<file path="src/rtl/cpc_bus_pkg.sv">
// Shared definitions for the CPC expansion-bus initiator: op codes, T-state
// encoding and the strobe pattern driven in each (op, T-state) pair.
// Optional feature macro: CPC_BUS_REFRESH_EN (M1 refresh cycles and R counter).
package cpc_bus_pkg;

  localparam logic [1:0] OP_MRD  = 2'b00;
  localparam logic [1:0] OP_MWR  = 2'b01;
  localparam logic [1:0] OP_IOWR = 2'b10;
  localparam logic [1:0] OP_M1   = 2'b11;

`ifdef CPC_BUS_REFRESH_EN
  localparam bit REFRESH_EN = 1'b1;
`else
  localparam bit REFRESH_EN = 1'b0;
`endif

  typedef enum logic [2:0] {
    ST_IDLE = 3'd0,
    ST_T1   = 3'd1,
    ST_T2   = 3'd2,
    ST_TW   = 3'd3,
    ST_T3   = 3'd4,
    ST_T4   = 3'd5
  } state_e;

  // Bus strobes are active low; data_oe is active high.
  typedef struct packed {
    logic mreq_b;
    logic iorq_b;
    logic rd_b;
    logic wr_b;
    logic m1_b;
    logic rfsh_b;
    logic data_oe;
  } strobe_t;

  //                                     mreq iorq rd wr m1 rfsh oe
  localparam strobe_t STB_IDLE    = 7'b1____1____1__1__1__1____0;
  localparam strobe_t STB_MRD     = 7'b0____1____0__1__1__1____0;
  localparam strobe_t STB_MWR_T1  = 7'b0____1____1__1__1__1____1;
  localparam strobe_t STB_MWR     = 7'b0____1____1__0__1__1____1;
  localparam strobe_t STB_IOWR_T1 = 7'b1____1____1__1__1__1____1;
  localparam strobe_t STB_IOWR    = 7'b1____0____1__0__1__1____1;
  localparam strobe_t STB_M1      = 7'b0____1____0__1__0__1____0;
  localparam strobe_t STB_RFSH    = 7'b0____1____1__1__1__0____0;

  // Strobe pattern to present while the bus sits in state st for operation op.
  function automatic strobe_t strobes_for(input logic [1:0] op, input state_e st);
    strobe_t s;
    s = STB_IDLE;
    case (st)
      ST_T1: begin
        case (op)
          OP_MRD:  s = STB_MRD;
          OP_MWR:  s = STB_MWR_T1;
          OP_IOWR: s = STB_IOWR_T1;
          default: s = STB_M1;
        endcase
      end
      ST_T2, ST_TW: begin
        case (op)
          OP_MRD:  s = STB_MRD;
          OP_MWR:  s = STB_MWR;
          OP_IOWR: s = STB_IOWR;
          default: s = STB_M1;
        endcase
      end
      ST_T3: begin
        case (op)
          OP_MRD:  s = STB_MRD;
          OP_MWR:  s = STB_MWR;
          OP_IOWR: s = STB_IOWR;
          default: s = REFRESH_EN ? STB_RFSH : STB_M1;
        endcase
      end
      ST_T4:   s = STB_RFSH;
      default: s = STB_IDLE;
    endcase
    return s;
  endfunction

endpackage

</file>
<file path="src/rtl/cpc_bus_wait_ctr.sv">
// Wait-state counter: cleared when a cycle enters T1, counts each counted TW.
// Latency: registered count, timeout_o valid the cycle after the TW entry.
// Backpressure: none; counter saturates at 255.
// Ports: clk, reset_b (sync, active low), clr_i, inc_i, timeout_o (count >= MAX_WAIT).
module cpc_bus_wait_ctr
  import cpc_bus_pkg::*;
#(
  parameter int MAX_WAIT = 16
) (
  input  logic clk,
  input  logic reset_b,
  input  logic clr_i,
  input  logic inc_i,
  output logic timeout_o
);

  logic [7:0] cnt_q, cnt_d;

  always_comb begin
    cnt_d = cnt_q;
    if (clr_i) begin
      cnt_d = 8'd0;
    end else if (inc_i && cnt_q != 8'hFF) begin
      cnt_d = cnt_q + 8'd1;
    end
  end

  always_ff @(posedge clk) begin
    if (!reset_b) begin
      cnt_q <= 8'd0;
    end else begin
      cnt_q <= cnt_d;
    end
  end

  // In TW the count equals the number of counted TWs including the current one.
  assign timeout_o = (cnt_q >= 8'(MAX_WAIT));

endmodule

</file>
<file path="src/rtl/cpc_bus_initiator.sv">
// Z80-style CPC expansion-bus master, one T-state per clk: MRD, MWR, IOWR, M1 fetch.
// Latency accept->rsp_valid: MRD/MWR 4, IOWR 5, M1 5 (4 without refresh), plus TWs.
// Backpressure: req_ready only in IDLE; bus ready=0 inserts TWs, MAX_WAIT TWs abort.
// Ports: req_* request handshake, rsp_* one-cycle completion, adr/data_*/strobes bus side,
// ready wait input. Macro CPC_BUS_REFRESH_EN enables M1 refresh (T3/T4) and R counter.
module cpc_bus_initiator
  import cpc_bus_pkg::*;
#(
  parameter int         MAX_WAIT = 16,
  parameter logic [7:0] I_REG    = 8'h00
) (
  input  logic        clk,
  input  logic        reset_b,
  input  logic        req_valid,
  output logic        req_ready,
  input  logic [1:0]  req_op,
  input  logic [15:0] req_adr,
  input  logic [7:0]  req_wdata,
  output logic        rsp_valid,
  output logic [7:0]  rsp_rdata,
  output logic        rsp_err,
  output logic [15:0] adr,
  output logic [7:0]  data_out,
  output logic        data_oe,
  input  logic [7:0]  data_in,
  output logic        mreq_b,
  output logic        iorq_b,
  output logic        rd_b,
  output logic        wr_b,
  output logic        m1_b,
  output logic        rfsh_b,
  input  logic        ready
);

  state_e      state_q, state_d;
  logic [1:0]  op_q, op_d;
  logic [15:0] areq_q, areq_d;
  logic [15:0] adr_q, adr_d;
  logic [7:0]  dout_q, dout_d;
  logic [7:0]  rdata_q, rdata_d;
  strobe_t     stb_q;
  logic        req_rdy_q;
  logic        rsp_vld_q, rsp_vld_d;
  logic        rsp_err_q, rsp_err_d;
  logic [7:0]  rsp_rdata_q, rsp_rdata_d;
  logic        timeout;
  logic        wait_clr, wait_inc;
  logic [6:0]  r_cur;

`ifdef CPC_BUS_REFRESH_EN
  // Refresh counter: bit 7 of R is never driven, low 7 bits wrap.
  logic [6:0] r_q;
  always_ff @(posedge clk) begin
    if (!reset_b) begin
      r_q <= 7'd0;
    end else if (state_q == ST_T4) begin
      r_q <= r_q + 7'd1;
    end
  end
  assign r_cur = r_q;
`else
  assign r_cur = 7'd0;
`endif

  // The automatic IOWR wait (T2->TW) is not a counted wait state.
  assign wait_clr = (state_d == ST_T1);
  assign wait_inc = (state_d == ST_TW) && !(state_q == ST_T2 && op_q == OP_IOWR);

  cpc_bus_wait_ctr #(.MAX_WAIT(MAX_WAIT)) u_wait_ctr (
    .clk       (clk),
    .reset_b   (reset_b),
    .clr_i     (wait_clr),
    .inc_i     (wait_inc),
    .timeout_o (timeout)
  );

  always_comb begin
    state_d     = state_q;
    op_d        = op_q;
    areq_d      = areq_q;
    dout_d      = dout_q;
    rdata_d     = rdata_q;
    rsp_vld_d   = 1'b0;
    rsp_err_d   = 1'b0;
    rsp_rdata_d = rsp_rdata_q;

    case (state_q)
      ST_IDLE: begin
        if (req_valid) begin
          state_d = ST_T1;
          op_d    = req_op;
          areq_d  = req_adr;
          dout_d  = req_wdata;
        end
      end
      ST_T1: state_d = ST_T2;
      ST_T2: begin
        if (op_q == OP_IOWR || !ready) begin
          state_d = ST_TW;
        end else begin
          state_d = ST_T3;
        end
      end
      ST_TW: begin
        if (ready) begin
          state_d = ST_T3;
        end else if (timeout) begin
          state_d     = ST_IDLE;
          rsp_vld_d   = 1'b1;
          rsp_err_d   = 1'b1;
          rsp_rdata_d = 8'h00;
        end
      end
      ST_T3: begin
        if (REFRESH_EN && op_q == OP_M1) begin
          state_d = ST_T4;
        end else begin
          state_d     = ST_IDLE;
          rsp_vld_d   = 1'b1;
          rsp_rdata_d = (op_q == OP_MRD || op_q == OP_M1) ? data_in : 8'h00;
        end
      end
      ST_T4: begin
        state_d     = ST_IDLE;
        rsp_vld_d   = 1'b1;
        rsp_rdata_d = rdata_q;
      end
      default: state_d = ST_IDLE;
    endcase

    // Refreshing M1 latches its opcode as the bus leaves the read phase.
    if ((state_q == ST_T2 || state_q == ST_TW) && state_d == ST_T3) begin
      rdata_d = data_in;
    end

    // Refresh address overrides during T3/T4; otherwise the request address
    // is held, including in IDLE, so adr never glitches between cycles.
    if (REFRESH_EN && op_d == OP_M1 && (state_d == ST_T3 || state_d == ST_T4)) begin
      adr_d = {I_REG, 1'b0, r_cur};
    end else begin
      adr_d = areq_d;
    end
  end

  always_ff @(posedge clk) begin
    if (!reset_b) begin
      state_q     <= ST_IDLE;
      op_q        <= OP_MRD;
      areq_q      <= 16'h0000;
      adr_q       <= 16'h0000;
      dout_q      <= 8'h00;
      rdata_q     <= 8'h00;
      stb_q       <= STB_IDLE;
      req_rdy_q   <= 1'b1;
      rsp_vld_q   <= 1'b0;
      rsp_err_q   <= 1'b0;
      rsp_rdata_q <= 8'h00;
    end else begin
      state_q     <= state_d;
      op_q        <= op_d;
      areq_q      <= areq_d;
      adr_q       <= adr_d;
      dout_q      <= dout_d;
      rdata_q     <= rdata_d;
      stb_q       <= strobes_for(op_d, state_d);
      req_rdy_q   <= (state_d == ST_IDLE);
      rsp_vld_q   <= rsp_vld_d;
      rsp_err_q   <= rsp_err_d;
      rsp_rdata_q <= rsp_rdata_d;
    end
  end

  assign req_ready = req_rdy_q;
  assign rsp_valid = rsp_vld_q;
  assign rsp_err   = rsp_err_q;
  assign rsp_rdata = rsp_rdata_q;
  assign adr       = adr_q;
  assign data_out  = dout_q;
  assign data_oe   = stb_q.data_oe;
  assign mreq_b    = stb_q.mreq_b;
  assign iorq_b    = stb_q.iorq_b;
  assign rd_b      = stb_q.rd_b;
  assign wr_b      = stb_q.wr_b;
  assign m1_b      = stb_q.m1_b;
  assign rfsh_b    = stb_q.rfsh_b;

endmodule

</file>
<file path="config.mk">
export PLATFORM = sky130hd
export DESIGN_NAME = cpc_bus_initiator
export DESIGN_NICKNAME = d
export VERILOG_FILES = /design/src/rtl/cpc_bus_pkg.sv /design/src/rtl/cpc_bus_wait_ctr.sv /design/src/rtl/cpc_bus_initiator.sv
export SDC_FILE = /design/constraint.sdc
export NUM_CORES = 1
export LEC_CHECK = 0
export CAP_MARGIN = 30
export CORE_ASPECT_RATIO = 1.5
export CORE_MARGIN = 5
export CORE_UTILIZATION = 49
export DETAILED_ROUTE_END_ITERATION = 7
export GPL_ROUTABILITY_DRIVEN = 1
export PLACE_DENSITY = 0.84
export SLEW_MARGIN = 20
export SYNTH_ARGS = -nofsm -noshare
export SYNTH_HDL_FRONTEND = slang
export SYNTH_SLANG_ARGS = --single-unit
</file>
<file path="constraint.sdc">
create_clock -name clk -period 5.5 [get_ports clk]
set_input_delay 0.825 -clock clk [delete_from_list [all_inputs] [get_ports clk]]
set_output_delay 0.825 -clock clk [all_outputs]
set_load 0.01 [all_outputs]
</file>
# After elaboration in Yosys (flattened, before gate mapping)
# Index checks and enable logic that the tools add are counted.
dict set report word_totals {
  register_bits 63
  elab_cells 74
  out_inout_bits 42
  inputBits 38
}
dict set report classes {
  reduce_logical 20
  eq_ne 17
  muxes 17
  order_cmp 1
  bitwise 1
  addsub 1
}
# op n
set op_table {}
lappend op_table {{$pmux W7 S3} 3}
lappend op_table {{$mux W8} 3}
lappend op_table {{$pmux W8 S3} 1}
lappend op_table {{$eq A3 B2 Y1 const B} 4}
lappend op_table {{$eq A3 B3 Y1 const B} 4}
lappend op_table {{$mux W3} 4}
lappend op_table {{$pmux W3 S4} 1}
lappend op_table {{$add A8 B1 Y8 const B} 1}
lappend op_table {{$ge A8 B5 Y1 const B} 1}
lappend op_table {{$ne A8 B8 Y1 const B} 1}
lappend op_table {{$eq A2 B2 Y1 const B} 3}
lappend op_table {{$eq A3 B1 Y1 const B} 2}
lappend op_table {{$logic_not A3 Y1} 2}
lappend op_table {{$logic_and A1 B1 Y1} 4}
lappend op_table {{$logic_not A2 Y1} 2}
lappend op_table {{$mux W2} 2}
lappend op_table {{$ne A2 B2 Y1 const B} 2}
lappend op_table {{$reduce_and A2 Y1} 2}
lappend op_table {{$reduce_or A2 Y1} 2}
lappend op_table {{$logic_or A1 B1 Y1} 3}
lappend op_table {{$reduce_and A3 Y1} 1}
lappend op_table {{$reduce_bool A3 Y1} 1}
lappend op_table {{$reduce_or A3 Y1} 1}
lappend op_table {{$eq A2 B1 Y1 const B} 1}
lappend op_table {{4 further kinds} 6}

# Longest topological paths before layout
# Gate-level depths: netlist of the first run.
dict set report logic_depth {
  word_depth 7
  ltp_mapped 8
  mapped_depth_nobuf 6
}

# Hierarchy
# Synthesis of the first run repeated with hierarchy kept, for this count alone.
dict set report hier_totals {
  cells_unflattened 292
  area_unflattened_um2 2557.5
}
# module area_per_inst_um2 n_inst cells_each seq_area_each_um2
set modules_own_cells {}
lappend modules_own_cells {cpc_bus_initiator 2132.0 1 245 1101.1}
lappend modules_own_cells {cpc_bus_wait_ctr 425.4 1 47 160.2}

# Least setup slack after synthesis of the first run
# No wires, ideal clock.
dict set report synth_path {
  path_type {input-to-reg}
  startpoint {input port req_valid}
  endpoint {register stb_q (netlist bit wr_b)}
  stages 7
  required_time_ps 5383
  setup_slack_ps 3194
  arrival_time_ps 2189
  path_buffers 1
  setup_time_ps 117
  path_cell_list {or4b_2 clkbuf_1 nand2_1 nand2_1 ha_1 nor2_1 nand2_1}
}
dict set report synth_between {
  elab_chain_len 5
  elab_cells_between_ends 15
  cone_classes {eq/ne (7); mux (6); reduce/logical (2)}
}
# item line
set synth_lines {}
lappend synth_lines {{start: declaration} cpc_bus_initiator.sv:14} ;# input logic req_valid,
lappend synth_lines {{$mux W2 (*)} cpc_bus_initiator.sv:89} ;# if (req_valid) begin
lappend synth_lines {{$mux W2 (*)} cpc_bus_initiator.sv:87} ;# case (state_q)
lappend synth_lines {{net op_d[1]} cpc_bus_initiator.sv:36} ;# logic [1:0] op_q, op_d;
lappend synth_lines {{$eq A2 B2 Y1, or another cell as far along} {cpc_bus_pkg.sv:61, cpc_bus_pkg.sv:69}}
lappend synth_lines {{$pmux W7 S3 (*)} {cpc_bus_pkg.sv:61, cpc_bus_pkg.sv:69}}
lappend synth_lines {{$pmux W7 S3 (*)} cpc_bus_pkg.sv:51} ;# case (st)
lappend synth_lines {{end signal: assignment} cpc_bus_initiator.sv:165} ;# stb_q <= strobes_for(op_d, state_d);
lappend synth_lines {{end: declaration} cpc_bus_initiator.sv:41} ;# strobe_t stb_q;
# Mark *: on every way through the listed nets, which the timed path passes. The rest lies on a longest branch.
# A chain may end at the register's enable or synchronous reset.

# Worst setup path in the final report of the first run
# Ends and elaborated chain as after synthesis.

==> reports/summary.md, run 1 <==
## Run status
* complete, no violations — status

## Synth
* 8.55 µm² — mean cell area of the mapped netlist
* 39 — distinct cell type count of the synthesized netlist
* 336 — syn nets
* nand2_1, dfxtp_1, a21oi_1 — most frequent cells after synthesis
* 63 — post-synthesis register bit count
* 0.00250 mm² — netlist area before placement
* dfxtp_1, nand2_1, a21oi_1 — top area cells in the synthesized netlist
* 292 — cell count after synthesis
* 0% — fraction of registers with async set/reset
* 0 — count of warnings emitted by yosys
* nand2_1 — most common cell in the netlist
* 0 — Post-synth EDFFs
* dfxtp_1 — dominant cell type by area after synthesis
* 50.5% — proportion of synthesized chip area in sequential cells
* dfxtp_1 — leading register cell type out of synthesis
* 50.5% — post-synth top area share

## Layout
* 0 — total inserted antenna cells
* 4.88% — layout cell share with drive strength beyond 1
* 410 — final layout net count
* 435 — Non-Filler Instances
* 39.5% — Area Growth Syn to Fin
* 71.3% — Final Core Density
* 423 — number of inserted filler cells in the final layout
* 0.00348 mm² — final design instance area without fill

## GRT
* 2200 — via count of the first global-routing pass
* 5.79% — global routing usage on met3
* 23.7% — global-route met1 utilization
* 33.1% — routing usage on met2
* 10200 µm — first-pass GRT wire length
* 0 — initial antenna violation count
* 31 — maximum number of pins on one net before global-route repair
* 20.4% — combined global-route utilization of all metal layers
* met2 — most used routing layer
* 0 — GR Overflow Total

## Placement
* 4500 µm — HPWL Detailed
* 79 — PortBufs
* 2.36 ns — worst slack after detailed placement
* 421 — total instance count after detailed placement
* 0.00332 mm² — instance area at placement
* 0.755 — final weighted congestion in routability-driven placement

## Power and ir drop
* 1.02 mW — total power consumption of the routed design
* 293 mW/mm² — Power Dens Cells
* 0.206 mV — worst vdd rail ir drop
* 1.35 nW — Leak Pwr

## Floorplan
* 0.00489 mm² — core region area
* 31 — FP Rows
* 80 — number of I/O pins
* 68.3 µm — die width
* 51.1% — effective utilization at floorplan
* 97.4 µm — Die H
* 0.00665 mm² — DIE AREA

## CTS
* built — clock tree from TritonCTS
* 63 — clock sink count
* clkbuf_8 — CTS Root Buffer Type
* 0.06 ns — clock-pin slew on the worst setup and hold paths
* 0 — # hold bufs at CTS
* 0.33 ns — later-pin clock latency in the skew report
* 0 — number of setup buffers added after CTS
* 3 — number of H-tree levels
* 2 — CTS Buffer Depth
* 0 — post-cts repair resize count
* 9 — number of buffers created by CTS

## Timing
* 50.6% — share of the clock period used by the worst path after layout
* 0.829 ns — worst-margin pin slew
* no — unrepaired setup endpoints after global routing
* 44.7% — worst-case headroom to the max-slew limit
* 2.72 ns — fin worst setup slack
* 0 — Setup-failing EPs final
* 0 — number of max-slew violations in the final report
* 0.452 ns — worst hold margin
* 0 — number of hold violations in the final report
* 0.00559 ns — worst clock skew
* 0.359 GHz — highest achievable clock rate
* 2.78 ns — clock period minus final worst setup slack
* 0 ns — final total negative setup slack

## Routing
* 4 — DRT Pass-1 Iters
* 0 — Post-route DRC
* 14.2 µm — routed wirelength normalized by instance count
* 0 — count of nets left with antenna violations after detail routing
* 170 — starting DRC count in detailed routing
* 5.15 — via density per instance
* 2241 — total via count after detailed routing
* 6160 µm — total wire length after detailed routing

## Setup path
* 26 — critical-path maximum fanout
* state_q[0] — reg2reg start
* 3.01 ns — setup slack of the worst register-to-register path
* input pin — Worst setup SP type
* input pin to register — startpoint-to-endpoint class of the critical path
* 6 — logic depth of the worst register-to-register path
* wr_b — endpoint of the worst register-to-register path
* 5.72 ns — required time at the worst-slack endpoint
* 3.01 ns — arrival time of data at the critical path endpoint
* register — endpoint class of the critical path

## Worst hold path
* register to register — Tightest Hold Check Type
* adr[2] — launch instance of the worst min-delay path
* adr[2] — worst hold endpoint
* 2 — Hold Path Cell Cnt

## Job
* 0 — number of maximum-capacitance constraint violations

==> flip-flops by register name, summed over array words and instances, names as in the netlist, 2 cells and up <==
signal	count
adr	16
state_q	3
u_wait_ctr.cnt_q	8
rdata_q	8
rsp_rdata	8
op_q	2
data_out	8
==> worst max-delay path, stage by stage <==
cell and delay (ns):
clkdlybuf4s50_1 0.50, or4b_2 0.90, nand2_1 0.19, nand2_1 0.11, ha_1 0.32, nor2_1 0.11, nand2_1 0.05
==> worst max-delay path by stage <==
stage / cells past startpoint / to / from
5_1_grt: 7 / wr_b / req_valid
3_3_place_gp: 7 / wr_b / req_valid
2_1_floorplan: 7 / wr_b / req_valid
6_report: 7 / wr_b / req_valid
4_1_cts: 7 / wr_b / req_valid
3_5_place_dp: 7 / wr_b / req_valid
==> layout make-up <==
type | count | area [µm²] | share of cell area (%)
clock buffers | 13 | 159 | 4.56
clock inverters | 1 | 5.00 | 0.144
inverters | 7 | 26.3 | 0.754
multi-input cells | 204 | 1140 | 32.9
flip-flops and latches | 63 | 1260 | 36.2
well taps | 66 | 82.6 | 2.37
repair buffers | 81 | 806 | 23.1
==> routing by layer <==
layer  up-vias  share of wire (%)
li1       1145                  -
met3        12                4.0
met2        45                 51
met5         -                  0
met4         0                2.7
met1      1039                 42
==> report_power, final <==
| group | switching, mW | internal [mW] |
|---|---|---|
| combinational | 0.0875 | 0.0910 |
| sequential | 0.0194 | 0.483 |
| clock | 0.158 | 0.183 |
| total | 0.264 | 0.757 |
==> placed cells by master, fill, tap and decap left out, types with 2 or more instances in the layout <==
master and count:
nand2b_1 4, nor2_1 24, o211ai_1 2, nand3_1 4, ha_1 6, clkdlybuf4s50_1 79, o31ai_1 3, mux2i_1 8
nand4_1 2, o2bb2ai_1 8, or4_1 3, nor2b_1 5, or3_1 3, a21oi_1 42, nand2_1 65, o21ai_0 5
inv_1 7, buf_4 2, dfxtp_1 63, clkbuf_8 11, clkbuf_1 2
==> cells by family (layout without fill, tap and decap cells) <==
kind of cell | count (synthesis) | after routing | share of synthesized area [%]
adders and majority gates | 6 | 6 | 3.01
DFF | 63 | 63 | 50.5
AOI/OAI and AO/OA | 68 | 68 | 16.9
other | 1 | 1 | 0.150
buffers and inverters | 25 | 102 | 3.91
and+or+nand+nor | 121 | 121 | 22.3
muxes | 8 | 8 | 3.21
(Power assumes the default switching activity.)
==> run 2, diff against run 1 <==
- CORE_UTILIZATION: 49 -> 41
- PLACE_DENSITY: 0.84 -> 0.75
- clock period: 5.5 -> 2.31 ns (I/O delays scaled with it)
==> reports/summary.md, run 2 (synthesis results as in run 1) <==
## Run status
* complete, no violations — status

## Layout
* clkdlybuf4s50_1 — most common cell after layout, fill and taps aside
* 16 — max FFs per register, unchanged
* 0 — total inserted antenna cells, unchanged
* 43.4% — Area Growth Syn to Fin
* 0.00358 mm² — final design instance area without fill, +2.8%
* clkdlybuf4s50_1, nand2_1, dfxtp_1 — most frequent cells in the layout
* 422 — final layout net count, +2.9%
* 7.87% — layout cell share with drive strength beyond 1, +3.0 points
* 545 — number of inserted filler cells in the final layout, +29%

## Routing
* 2293 — total via count after detailed routing, +2.3%
* 4 — DRT Pass-1 Iters, unchanged
* 0 — Post-route DRC, unchanged
* 5.06 — via density per instance, -1.7%
* 173 — starting DRC count in detailed routing, +1.8%
* 0 — count of nets left with antenna violations after detail routing, unchanged
* 14.2 µm — routed wirelength normalized by instance count, +0.38%
* 6440 µm — total wire length after detailed routing, +4.5%

## GRT
* 0 — GR Overflow Total, unchanged
* 27 — maximum number of pins on one net before global-route repair, -13%
* 2280 — via count of the first global-routing pass, +3.6%
* 0 — initial antenna violation count, unchanged
* 10800 µm — first-pass GRT wire length, +6.1%
* 17.8% — combined global-route utilization of all metal layers, -2.6 points

## Timing
* 1.98 ns — clock period minus final worst setup slack
* 85.5% — share of the clock period used by the worst path after layout
* 0.629 ns — worst-margin pin slew, -0.200 ns
* 0 — Setup-failing EPs final, unchanged
* no — unrepaired setup endpoints after global routing
* 0 — number of hold violations in the final report, unchanged
* 0 ns — final total negative setup slack, unchanged
* 0.334 ns — fin worst setup slack, -2.38 ns
* 0.506 GHz — highest achievable clock rate
* 0 — number of max-slew violations in the final report, unchanged
* 57.9% — worst-case headroom to the max-slew limit, +13 points
* 0.00805 ns — worst clock skew, +0.00247 ns

## Placement
* 79 — PortBufs, unchanged
* 0.00342 mm² — instance area at placement, +2.9%
* 0.0741 ns — worst slack after detailed placement, -2.29 ns
* 4750 µm — HPWL Detailed, +5.4%
* 0.876 — final weighted congestion in routability-driven placement, +16%

## CTS
* built — clock tree from TritonCTS
* 2 — CTS Buffer Depth, unchanged
* 3 — number of H-tree levels, unchanged
* 0 — post-cts repair resize count, unchanged
* 0.32 ns — later-pin clock latency in the skew report, about the same
* 0.06 ns — clock-pin slew on the worst setup and hold paths, about the same
* clkbuf_8 — CTS Root Buffer Type
* 63 — clock sink count, unchanged
* 9 — number of buffers created by CTS, unchanged
* 0 — number of setup buffers added after CTS, unchanged
* 0 — # hold bufs at CTS, unchanged

## Setup path
* u_wait_ctr.cnt_q[4] — worst setup path startpoint
* or4_1 > nand4b_1 > nor3b_2 > o2bb2ai_1 — Critical Path, Cell by Cell
* register to register — startpoint-to-endpoint class of the critical path
* simple AND/OR/NAND/NOR gates — family with the most delay on the worst path
* 2.22 ns — arrival time of data at the critical path endpoint, -0.79 ns
* 0 — WP buf/inv, -1
* 2.56 ns — required time at the worst-slack endpoint, -3.16 ns
* or4_1 — Worst path slowest cell
* 0.65 ns — max incr delay on CP, -0.25 ns
* 8 — critical-path maximum fanout, -69%
* u_wait_ctr.cnt_q[4] — reg2reg start
* register — Worst setup SP type
* register — endpoint class of the critical path

## Floorplan
* 106 µm — Die H, +8.4%
* 80 — number of I/O pins, unchanged
* 34 — FP Rows, +9.7%
* 0.00778 mm² — DIE AREA, +17%
* 73.7 µm — die width, +8.0%
* 42.5% — effective utilization at floorplan, -8.6 points
* 0.00587 mm² — core region area, +20%

## Power and ir drop
* 0.432 mV — worst vdd rail ir drop, +110%
* 686 mW/mm² — Power Dens Cells, +130%
* 2.46 mW — total power consumption of the routed design, +140%
* 1.41 nW — Leak Pwr, +4.2%

## Worst hold path
* data_out[3] — launch instance of the worst min-delay path
* register to register — Tightest Hold Check Type

## Job
* 0 — number of maximum-capacitance constraint violations, unchanged

-- run 2: cell types whose count changed in the layout (fill, tap and decap cells not counted), sizes merged --
cell  before  now
buf        2   14
-- run 2: path summary, 6_finish.rpt --
check	end	slack [ns]	cells past startpoint
max	rsp_rdata[4]	0.33	4
min	data_out[3]	0.45	2
max reg2reg	rsp_rdata[4]	0.33	4
min reg2reg	data_out[3]	0.45	2
-- run 2: metal layers --
metal | vias up | part of all wire (%) | GRT usage [%]
met4 | 0 | 1.2 | 6.22
li1 | 1168 | - | -
met5 | - | 0 | 0
met3 | 4 | 3.6 | 4.48
met2 | 45 | 55 | 31.0
met1 | 1076 | 40 | 20.5
-- run 2: metrics by stage --
stage / hold slack, ns / std cells / utilization [%]
after floorplan: 0.462 / 292 / -
after global placement: 0.442 / 439 / 58.2
after detailed placement: 0.446 / 439 / 58.2
after CTS: 0.457 / 453 / 61.0
after global routing: 0.480 / 453 / 61.0
final: 0.453 / 453 / 61.0
-- run 2: final cells by class --
| class | count | area, µm² | area share, % |
|---|---|---|---|
| flip-flops and latches | 63 | 1260 | 35.2 |
| inverters | 7 | 26.3 | 0.733 |
| well taps | 72 | 90.1 | 2.51 |
| clock inverters | 1 | 5.00 | 0.140 |
| repair buffers | 93 | 896 | 25.0 |
| clock buffers | 13 | 159 | 4.44 |
| multi-input cells | 204 | 1140 | 32.0 |
-- run 2: tightest hold or removal path, delay by kind of cell, from the launching register on --
family	cells	cell delay, ns
and+or+nand+nor	1	0.05
DFF	1	0.31
AOI/OAI and AO/OA	1	0.05
-- run 2: report_power, final --
part | switching (mW) | internal (mW) | total, mW
Clock | 0.372 | 0.435 | 0.807
Sequential | 0.0353 | 1.15 | 1.19
Combinational | 0.224 | 0.241 | 0.464
Total | 0.631 | 1.83 | 2.46
